## src/rtl/truth_table_scanner.sv

```systemverilog
// Sweeps the 16 input combinations of a 4-input function stage, samples F after a
// programmable settle time, and reports the captured truth table against a reference.
module truth_table_scanner #(
    parameter int unsigned SETTLE   = 1,
    parameter logic [15:0] EXPECTED = 16'h0000
) (
    input  logic        clk,
    input  logic        reset,
    input  logic        start,
    input  logic        abort,
    output logic        a,
    output logic        b,
    output logic        c,
    output logic        d,
    input  logic        f_in,
    output logic        busy,
    output logic        done,
    output logic        valid,
    // Named table_o because 'table' is a reserved word in SystemVerilog.
    output logic [15:0] table_o,
    output logic [4:0]  ones_count,
    output logic        mismatch,
    output logic [15:0] mismatch_mask
);

    typedef enum logic [1:0] {
        IDLE = 2'd0,
        WAIT = 2'd1,
        DONE = 2'd2
    } state_t;

    localparam logic [3:0] SETTLE_C = 4'(SETTLE);

    state_t      state_q, state_d;
    logic [3:0]  idx_q, idx_d;
    logic [3:0]  cnt_q, cnt_d;
    logic [15:0] table_q, table_d;
    logic [4:0]  ones_q, ones_d;
    logic        valid_q, valid_d;

    always_ff @(posedge clk) begin
        if (reset) begin
            state_q <= IDLE;
            idx_q   <= 4'd0;
            cnt_q   <= 4'd0;
            table_q <= 16'h0000;
            ones_q  <= 5'd0;
            valid_q <= 1'b0;
        end else begin
            state_q <= state_d;
            idx_q   <= idx_d;
            cnt_q   <= cnt_d;
            table_q <= table_d;
            ones_q  <= ones_d;
            valid_q <= valid_d;
        end
    end

    always_comb begin
        state_d = state_q;
        idx_d   = idx_q;
        cnt_d   = cnt_q;
        table_d = table_q;
        ones_d  = ones_q;
        valid_d = valid_q;
        case (state_q)
            IDLE: begin
                if (start && !abort) begin
                    state_d = WAIT;
                    idx_d   = 4'd0;
                    cnt_d   = SETTLE_C;
                    table_d = 16'h0000;
                    ones_d  = 5'd0;
                    valid_d = 1'b0;
                end
            end
            WAIT: begin
                if (cnt_q != 4'd0) begin
                    cnt_d = cnt_q - 4'd1;
                end else begin
                    table_d[idx_q] = f_in;
                    ones_d         = ones_q + 5'(f_in);
                    if (idx_q == 4'd15) begin
                        state_d = DONE;
                        valid_d = 1'b1;
                    end else begin
                        idx_d = idx_q + 4'd1;
                        cnt_d = SETTLE_C;
                    end
                end
            end
            DONE:    state_d = IDLE;
            default: state_d = IDLE;
        endcase
        // Abort overrides everything, including a simultaneous start.
        if (abort) begin
            state_d = IDLE;
            idx_d   = 4'd0;
            cnt_d   = 4'd0;
            table_d = 16'h0000;
            ones_d  = 5'd0;
            valid_d = 1'b0;
        end
    end

    assign busy          = (state_q == WAIT);
    assign done          = (state_q == DONE);
    assign {a, b, c, d}  = busy ? idx_q : 4'd0;
    assign valid         = valid_q;
    assign table_o       = table_q;
    assign ones_count    = ones_q;
    assign mismatch      = valid_q && (table_q != EXPECTED);
    assign mismatch_mask = valid_q ? (table_q ^ EXPECTED) : 16'h0000;

endmodule
```

## config.mk

```make
export PLATFORM = sky130hd
export DESIGN_NAME = truth_table_scanner
export DESIGN_NICKNAME = d
export VERILOG_FILES = /design/src/rtl/truth_table_scanner.sv
export SDC_FILE = /design/constraint.sdc
export NUM_CORES = 1
export LEC_CHECK = 0
export BUFFER_PORTS_ARGS = -buffer_cell sky130_fd_sc_hd__clkbuf_2
export CORE_ASPECT_RATIO = 1.1
export CORE_MARGIN = 8
export CORE_UTILIZATION = 41
export CTS_CLUSTER_SIZE = 30
export DETAILED_ROUTE_END_ITERATION = 12
export PLACE_DENSITY = 0.61
export REMOVE_ABC_BUFFERS = 1
export SLEW_MARGIN = 10
export SYNTH_ARGS = -nofsm -noshare
export SYNTH_HDL_FRONTEND = slang
export SYNTH_SLANG_ARGS = --single-unit
```

## constraint.sdc

```tcl
create_clock -name clk -period 2.7 [get_ports clk]
set_input_delay 0.135 -clock clk [delete_from_list [all_inputs] [get_ports clk]]
set_output_delay 0.135 -clock clk [all_outputs]
set_load 0.01 [all_outputs]
```

==> out/results.tsv <==
stage	metric	value	unit
timing	rsz0062_at_grt	false	
detailed_routing	drt_iter0_drc	169	
pwr	power_frac_clock	37.7	%
synth	synth_area_leaders	dfxtp_1 35%, or4_1 8.1%, o311ai_1 7.1%	
die	core_area	0.00432	mm²
timing	hold_viol_final	0	
detailed_routing	wire_per_inst	14.8	µm
synth	yosysSeqAreaShare	34.5	%
cts	clock_path_buffers	2	
place	hpwl	3370	µm
grt	antenna_found_initial	0	
cts	ctsResizeCount	0	
synth	ys_warn_count	0	
synth	netlist_area	0.00186	mm²
pwr	combPwrFrac	6.2	%
synth	synth_top_flop_cell	dfxtp_1	
layout	num_antenna_cells	0	
cts	htree_levels	2	
min_path	min_from	reset	
job	drv_cap	0	
timing	finalSetupViolations	0	
cts	clkSinkCount	32	
cts	worstSkewPairLatency	0.28	ns
detailed_routing	via_per_inst	5.66	
die	die_h	86.6	µm
grt	grt_usage	14.0	%
min_path	min-delay-path-class	input pin to flip-flop	
die	initial_utilization	43.0	%
timing	fin_crit_sh	74.7	%
grt	grt_max_degree	47	
place	place.gp.congestion	0.727	
outcome	outcome	completed	
die	chipWidth	80.2	µm
timing	fmax	0.496	GHz
cts	cts_setup_buffers	0	
timing	slew_headroom	40.9	%
pwr	powerDensity	396	mW/mm²
detailed_routing	drc	0	
place	place.port_buffers	49	
setup_path	cp.required	2.91	ns
cts	cts_hold_buf	0	
timing	period_needed	2.02	ns
synth	synth-seq-cells	32	
synth	yosysTopAreaCell	dfxtp_1	
pwr	total_leakage_power	0.795	nW
timing	finalSetupTns	0	ns
synth	yosysUniqueCellTypes	33	
pwr	ir_drop	0.304	mV
synth	async_reset_ff_share	0	%
setup_path	worstSetupEndpointType	flip-flop	
grt	grt.overflow.total	0	
synth	synth_top_area_share	34.5	%
timing	holdWs	0.258	ns
timing	drv_slew	0	
synth	synth_edf_count	0	
detailed_routing	dr.pass1.iters	4	
layout	final_nets	280	
pwr	p_sw	0.000196	W
timing	skew	0.00246	ns
detailed_routing	ant_nets	0	
setup_path	crit_type	flip-flop to flip-flop	
setup_path	startpoint_type	flip-flop	
cts	cts_made_buffers	5	
timing	worst_slew_pin_slew	0.886	ns
pwr	internal_power	0.000652	W
detailed_routing	wl	4720	µm
setup_path	crit_fanout	46	
detailed_routing	num_vias	1805	
layout	drive_gt1_share	21.9	%
setup_path	r2r-start	cnt_q[0]$_SDFFE_PP0P_	
cts	cts.root.buffer_cell	clkbuf_8	
pwr	swShare	23.1	%
synth	syn_inst	230	
cts	cts_tree	built	
grt	grt_pass1_vias	1652	
pwr	p_seq_share	56.1	%
synth	syn_avg_cell_area	8.07	µm²
die	io_pins	50	
grt	grt_pass1_wl	7910	µm
die	num_rows	25	
layout	syn_to_final_growth	15.2	%
cts	clk_pin_slew	0.06	ns
setup_path	crit_start	cnt_q[0]$_SDFFE_PP0P_	
die	dieArea	0.00694	mm²
setup_path	cp.arrival	2.22	ns
-- sequential cells by signal (all words and copies together), names as in the netlist --
name,flops
table_o,16
ones_count,5
cnt_q,4
idx_q,4
state_q,2
valid,1
-- logic make-up after synthesis --
family | after synthesis | synth area share, %
compound gates | 56 | 19.7
fa+ha+maj | 8 | 5.39
simple gates | 105 | 32.3
flops | 32 | 34.5
mux | 2 | 1.08
buf+inv | 27 | 6.94
-- critical path, stage by stage, from the launching register on --
cell	delay, ns
dfxtp_1	0.32
inv_1	0.08
ha_1	0.14
or3b_4	0.40
and2_4	0.30
or4_1	0.55
a21oi_1	0.16
-- power by group through the flow --
stage	Combinational, W	Sequential (W)	Clock [W]
finish	0.0000526	0.000476	0.000319
global placement	0.0000520	0.000486	0
CTS	0.0000521	0.000475	0.000335
detailed placement	0.0000519	0.000486	0
global route	0.0000583	0.000475	0.000356
floorplan	0.0000354	0.000486	0
-- layer usage --
layer | vias to the layer above | GRT usage (%) | wire length [µm]
met2 | 51 | 23.5 | 2220
li1 | 926 | - | -
met5 | - | 0 | 0
met4 | 0 | 3.97 | 42
met3 | 4 | 4.55 | 319
met1 | 824 | 16.5 | 2130
-- synthesized netlist by cell type, drive strengths merged (6+ instances only) --
cell / instances
dfxtp: 32
a21oi: 26
nand2: 25
and2: 21
or4: 20
o311ai: 15
clkbuf: 14
ha: 8
inv: 8
nor2b: 7
nor3: 7
o31ai: 6
-- cells in the final DEF, fill, tap and decap left out, types with 2 or more instances in the layout --
| master | instances |
|---|---|
| nand3_1 | 5 |
| ha_1 | 8 |
| nand2_1 | 25 |
| nor4_1 | 5 |
| o311ai_1 | 15 |
| nand2b_1 | 2 |
| nor3_1 | 7 |
| a21oi_1 | 26 |
| clkbuf_8 | 5 |
| mux2i_1 | 2 |
| clkbuf_2 | 49 |
| or4_1 | 20 |
| dfxtp_1 | 32 |
| o31ai_1 | 6 |
| nor2_1 | 5 |
| nor2b_1 | 7 |
| o21ai_0 | 4 |
| or3_1 | 3 |
| and2_1 | 20 |
| nand4_1 | 2 |
| inv_1 | 7 |
-- cell type report --
cell class	instances	area [µm²]
Fill cell	460	2180
Tap cell	54	67.6
Timing Repair Buffer	49	245
Multi-Input combinational cell	171	1090
Clock buffer	5	68.8
Inverter	8	30.0
Sequential cell	32	641
-- through the flow --
step | power, W | instances | utilization [%] | worst slack, ns | area [µm²]
5_1_grt | 0.000890 | 319 | 49.6 | 0.551 | 2140
3_5_place_dp | 0.000538 | 314 | 48.0 | 0.693 | 2070
3_3_place_gp | 0.000538 | 314 | 48.0 | 0.738 | 2070
4_1_cts | 0.000863 | 319 | 49.6 | 0.691 | 2140
2_1_floorplan | 0.000521 | 211 | - | 0.842 | 1760
6_report | 0.000848 | 319 | 49.6 | 0.683 | 2140
-- final timing paths --
check                                  end  slack [ns]  depth (start not counted)
hold reg to reg      cnt_q[0]$_SDFFE_PP0P_        0.48                          2
setup / recovery     idx_q[3]$_SDFFE_PP0P_        0.68                          6
hold / removal    table_o[15]$_SDFFE_PP0P_        0.26                          4
setup reg to reg     idx_q[3]$_SDFFE_PP0P_        0.68                          6
Note: power is estimated with default switching activity, not from simulation.
